**src/rtl/iq_sampler_pkg.sv**
```systemverilog
// Shared types for the I/Q sampler: frame FSM states and the lane bit-offset helper.
package sampler_pkg;

    typedef enum logic [1:0] {
        S_IDLE   = 2'd0,
        S_FETCH  = 2'd1,
        S_COMMIT = 2'd2
    } state_e;

    function automatic int unsigned lane_lsb(input int unsigned lane, input int unsigned width);
        return lane * width;
    endfunction

endpackage

```
**src/rtl/rate_nco.sv**
```systemverilog
// Phase accumulator that emits a registered one-cycle rate strobe on every carry out.
module rate_nco #(
    parameter int ACC_W = 32
) (
    input  logic             clk,
    input  logic             rst,
    input  logic             en,
    input  logic [ACC_W-1:0] rate_step,
    output logic             strobe
);

    logic [ACC_W-1:0] acc_q, acc_d;
    logic             strobe_q, strobe_d;
    logic             carry;

    always_comb begin
        {carry, acc_d} = {1'b0, acc_q} + {1'b0, rate_step};
        strobe_d = carry & en;
        // Disabled: the phase restarts from zero so the first strobe after enable is deterministic.
        if (!en) begin
            acc_d = '0;
        end
    end

    always_ff @(posedge clk) begin
        if (rst) begin
            acc_q    <= '0;
            strobe_q <= 1'b0;
        end else begin
            acc_q    <= acc_d;
            strobe_q <= strobe_d;
        end
    end

    assign strobe = strobe_q;

endmodule

```
**src/rtl/iq_sampler.sv**
```systemverilog
// Rate-strobed frame sampler: pops LANES words per strobe from a show-ahead FIFO.
// Build option: define IQ_SAMPLER_HOLD_EN to hold unfetched lanes at their last committed value.
module iq_sampler
    import sampler_pkg::*;
#(
    parameter int WIDTH = 8,
    parameter int LANES = 2,
    parameter int ACC_W = 32,
    parameter int CNT_W = 16
) (
    input  logic                   clk,
    input  logic                   rst,
    input  logic                   en,
    input  logic [ACC_W-1:0]       rate_step,
    input  logic                   fifo_empty,
    input  logic [WIDTH-1:0]       fifo_data_out,
    output logic                   fifo_rd,
    output logic [LANES*WIDTH-1:0] sample,
    output logic                   sample_valid,
    output logic                   underrun,
    output logic                   strobe_overrun,
    output logic [CNT_W-1:0]       underrun_count
);

    localparam int LANE_W = (LANES > 1) ? $clog2(LANES) : 1;
    localparam logic [LANE_W-1:0] LAST_LANE = LANE_W'(LANES - 1);

    logic strobe;

    rate_nco #(.ACC_W(ACC_W)) u_nco (
        .clk       (clk),
        .rst       (rst),
        .en        (en),
        .rate_step (rate_step),
        .strobe    (strobe)
    );

    state_e                 state_q, state_d;
    logic [LANE_W-1:0]      lane_q, lane_d;
    logic                   short_q, short_d;
    logic [LANES*WIDTH-1:0] shadow_q, shadow_d;
    logic [LANES*WIDTH-1:0] sample_q, sample_d;
    logic                   valid_q, valid_d;
    logic                   underrun_q, underrun_d;
    logic                   overrun_q, overrun_d;
    logic [CNT_W-1:0]       count_q, count_d;
    logic [WIDTH-1:0]       fill;

    always_comb begin
        state_d    = state_q;
        lane_d     = lane_q;
        short_d    = short_q;
        shadow_d   = shadow_q;
        sample_d   = sample_q;
        valid_d    = 1'b0;
        underrun_d = 1'b0;
        count_d    = count_q;
        fifo_rd    = 1'b0;
        fill       = '0;
        overrun_d  = strobe && (state_q != S_IDLE);

        unique case (state_q)
            S_IDLE: begin
                if (strobe) begin
                    lane_d  = '0;
                    short_d = 1'b0;
                    state_d = S_FETCH;
                end
            end
            S_FETCH: begin
                fifo_rd = !fifo_empty && !short_q;
`ifdef IQ_SAMPLER_HOLD_EN
                fill = sample_q[lane_lsb(int'(lane_q), WIDTH) +: WIDTH];
`else
                fill = '0;
`endif
                if (fifo_rd) begin
                    shadow_d[lane_lsb(int'(lane_q), WIDTH) +: WIDTH] = fifo_data_out;
                end else begin
                    shadow_d[lane_lsb(int'(lane_q), WIDTH) +: WIDTH] = fill;
                    short_d = 1'b1;
                end
                // The frame is committed on the edge into S_COMMIT so the outputs are visible during it.
                if (lane_q == LAST_LANE) begin
                    state_d    = S_COMMIT;
                    sample_d   = shadow_d;
                    valid_d    = 1'b1;
                    underrun_d = short_d;
                    if (short_d && (count_q != '1)) begin
                        count_d = count_q + 1'b1;
                    end
                end else begin
                    lane_d = lane_q + 1'b1;
                end
            end
            S_COMMIT: begin
                state_d = S_IDLE;
            end
            default: begin
                state_d = S_IDLE;
            end
        endcase
    end

    always_ff @(posedge clk) begin
        if (rst) begin
            state_q    <= S_IDLE;
            lane_q     <= '0;
            short_q    <= 1'b0;
            shadow_q   <= '0;
            sample_q   <= '0;
            valid_q    <= 1'b0;
            underrun_q <= 1'b0;
            overrun_q  <= 1'b0;
            count_q    <= '0;
        end else begin
            state_q    <= state_d;
            lane_q     <= lane_d;
            short_q    <= short_d;
            shadow_q   <= shadow_d;
            sample_q   <= sample_d;
            valid_q    <= valid_d;
            underrun_q <= underrun_d;
            overrun_q  <= overrun_d;
            count_q    <= count_d;
        end
    end

    assign sample         = sample_q;
    assign sample_valid   = valid_q;
    assign underrun       = underrun_q;
    assign strobe_overrun = overrun_q;
    assign underrun_count = count_q;

endmodule

```
**config.mk**
```make
export PLATFORM = sky130hd
export DESIGN_NAME = iq_sampler
export DESIGN_NICKNAME = d
export VERILOG_FILES = /design/src/rtl/iq_sampler_pkg.sv /design/src/rtl/rate_nco.sv /design/src/rtl/iq_sampler.sv
export SDC_FILE = /design/constraint.sdc
export NUM_CORES = 1
export LEC_CHECK = 0
export BUFFER_PORTS_ARGS = -buffer_cell sky130_fd_sc_hd__clkbuf_2
export CAP_MARGIN = 15
export CORE_MARGIN = 3
export CORE_UTILIZATION = 56
export CTS_CLUSTER_SIZE = 25
export DETAILED_ROUTE_END_ITERATION = 6
export PLACE_DENSITY = 0.86
export SLEW_MARGIN = 10
export SYNTH_ARGS = -nofsm -noshare
export SYNTH_HDL_FRONTEND = slang
export SYNTH_HIERARCHICAL = 1
export SYNTH_SLANG_ARGS = --single-unit
```
**constraint.sdc**
```tcl
create_clock -name clk -period 3.6 [get_ports clk]
set_clock_uncertainty 0.1 [all_clocks]
set_input_delay 0 -clock clk [delete_from_list [all_inputs] [get_ports clk]]
set_output_delay 0 -clock clk [all_outputs]
set_load 0.05 [all_outputs]
```
==> flow_metrics.py <==
metrics = {
    "setup_path": {
        "crit_path_cell_trace": "ha_1 > fa_1 > a21o_4 > a221oi_1 > a2111oi_0 > a211oi_2 > o221ai_1 > mux2i_1",
        "crit_required_ns": 3.78,
        "cpMaxStageDelayCell": "a221oi_1",
        "critPathLaunchType": "flop",
        "path_buf_inv": 0,
        "path_max_fanout": 3,
        "cp.arrival_ns": 3.00,
        "reg2reg_slack_ns": 0.79,
        "path_delay_family": "compound AO/OA/AOI/OAI gates",
        "critical_path_class": "flop to flop",
        "critical_path.max_stage_delay_ns": 0.46,
        "crit_path_end_kind": "flop",
    },
    "sta": {
        "fin_crit_sh_pct": 78.2,
        "tns_ns": 0,
        "relSlewSlack_pct": 35.4,
        "setup_ws_ns": 0.785,
        "setup_viol": 0,
        "max_freq_mhz": 355,
        "min_period_ns": 2.81,
        "final_hold_viol_count": 0,
        "rsz0062_at_grt": "no",
        "worst_slew_pin_slew_ns": 0.945,
        "slew_violations": 0,
    },
    "logic_synthesis": {
        "async_flop_share_pct": 0,
        "syn_nets": 656,
        "ys_seq_area_share_pct": 34.2,
        "ys_types": 60,
        "ys_ff_latch": 80,
        "synth_ff_type": "dfxtp_1",
        "syn-instance-count": 578,
        "avgSynthCellArea_sq_um": 8.11,
        "yosys_warnings": 6,
        "syn-cell-area_sq_um": 4690,
        "synth_edf_count": 0,
    },
    "placed_design": {
        "dp.cells": 735,
        "hpwl_mm": 8.46,
        "gp_congestion": 0.932,
        "io_buffers": 79,
        "dpl_worst_slack_ns": 0.803,
    },
    "detailed_routing": {
        "dr_total_vias": 4659,
        "antenna_left": 0,
        "drt-wirelength-per-cell_um": 15.4,
        "drt_first_iter_violations": 279,
        "drt_wl_total_mm": 11.8,
        "drt-vias-per-instance": 6.09,
        "drc_errors": 0,
        "firstDrtPassIters": 5,
    },
    "clock_tree": {
        "cts.sinks": 80,
        "cts_resized": 0,
        "clk_pin_slew_ns": 0.09,
        "h-tree-depth": 3,
        "post_cts_buffers": 0,
        "cts_root_buffer": "clkbuf_8",
        "clock_latency_ns": 0.36,
        "cts_tree": "built",
        "cts_buffer_depth": 2,
        "cts_buffers": 9,
    },
    "run_status": {
        "outcome": "completed",
    },
    "layout": {
        "syn2layout_area_growth_pct": 16.9,
        "final_cells": 765,
        "final_cell_mix": "80 x dfxtp_1, 79 x clkbuf_2, 78 x a21oi_1, 66 x nand2_1, 38 x nor2_1",
        "antenna_cells": 0,
        "layout_commonest_cell": "dfxtp_1",
        "drive_gt1_share_pct": 18.9,
        "finalNetCount": 736,
    },
    "floorplan": {
        "dieArea_sq_um": 9510,
        "die_h_um": 97.5,
        "initial_core_util_pct": 59.2,
        "die_w_um": 97.5,
        "core_sq_um": 7930,
        "fp-row-count": 32,
        "pin_count": 80,
    },
    "global_routing": {
        "antenna_found_initial": 0,
        "grt_pass1_vias": 4281,
        "grt_max_degree": 54,
        "grt_overflow": 0,
        "grt_pass1_wl_mm": 19.2,
        "grt_usage_pct": 23.9,
    },
    "power_and_ir_drop": {
        "vdd_drop_max_uv": 289,
        "powerDensity_nw_per_um2": 384,
        "total_power_w": 0.00211,
        "leakagePower_nw": 2.27,
    },
    "min_path": {
        "hold_path_class": "input port to flop",
    },
    "flow_run": {
        "maxCapViolations": 0,
    },
}
[cell usage after synthesis (all sizes together) (2+ instances only)]
cell,n,area (sq um)
nand3,28,140
mux2,4,45.0
o21ai,28,140
a21oi,78,390
o21a,5,37.5
a2111oi,4,53.8
and2,4,25.0
nand2,66,248
and4,3,26.3
o211ai,6,45.0
or3,4,26.3
o221ai,2,17.5
nor4,6,37.5
nand3b,4,42.5
o21bai,3,22.5
and3,3,20.0
nand2b,12,75.1
or2,6,37.5
a31o,2,17.5
a211oi,4,35.0
clkbuf,24,90.1
o41ai,3,26.3
a31oi,4,25.0
xor2,7,61.3
inv,8,30.0
mux2i,8,80.1
xnor2,7,61.3
or3b,2,17.5
a21o,14,114
nand4,10,62.6
dfxtp,80,1600
or4,10,75.1
a221oi,4,35.0
o31ai,8,60.1
nor2b,8,50.1
buf,5,22.5
nor3b,4,35.0
nor2,38,143
ha,33,413
nor3,19,95.1
[layer usage]
metal  global-route usage, %  share of wire [%]
met1                    29.7                 43
met4                    7.24                1.8
met3                    5.60                7.1
met2                    41.0                 48
met5                       0                  0
[power by group]
group | internal, W | switching, W
Sequential | 0.000917 | 0.0000127
Clock | 0.000334 | 0.000372
Combinational | 0.000192 | 0.000280
Total | 0.00144 | 0.000665
[worst register-to-register path: cells and delay by family (launching register included)]
kind / cells / cell delay, ns
muxes: 1 / 0.21
DFF: 1 / 0.31
adders and majority gates: 2 / 0.63
AOI/OAI and AO/OA: 5 / 1.48
[through the flow]
stage                     utilization (%)  instance area [sq um]  hold slack [ns]
after floorplan                         -                   4690           0.0475
after global placement               64.8                   5140            0.156
after detailed placement             64.8                   5140            0.161
after CTS                            69.0                   5470          0.00100
after global routing                 69.2                   5480           0.0348
final                                69.2                   5480           0.0103
[flip-flops by register name, indices dropped and copies added, names as in the netlist]
register,count
lane_q,1
strobe_overrun,1
shadow_q,8
sample,16
state_q,2
underrun_count,16
short_q,1
underrun,1
u_nco/acc_q,32
sample_valid,1
u_nco/strobe,1
[worst paths after layout]
check / startpoint / cells after the start / endpoint
max: u_nco/acc_q[0] / 8 / u_nco/acc_q[30]
min: rate_step[7] / 4 / u_nco/acc_q[7]
max reg2reg: u_nco/acc_q[0] / 8 / u_nco/acc_q[30]
min reg2reg: shadow_q[5] / 2 / shadow_q[5]
[cells by family after synthesis]
| group | share of synthesized area (%) |
|---|---|
| flops | 34.2 |
| xor+xnor | 2.61 |
| simple gates | 25.3 |
| compound gates | 23.0 |
| buf+inv | 3.04 |
| fa+ha+maj | 9.23 |
| mux | 2.67 |
[cell type report]
cell class / count / area [sq um]
inverter: 8 / 30.0
clock buffer: 9 / 124
multi-input combinational: 461 / 2950
clock inverter: 7 / 85.1
fill: 665 / 2440
tap: 102 / 128
sequential: 80 / 1600
timing repair buffer: 98 / 571
[repair_timing]
item,4_1_cts,5_1_grt
hold endpoints to repair,21,1
hold buffers,12,1
setup endpoints to repair,0,0
(Power assumes the default switching activity.)
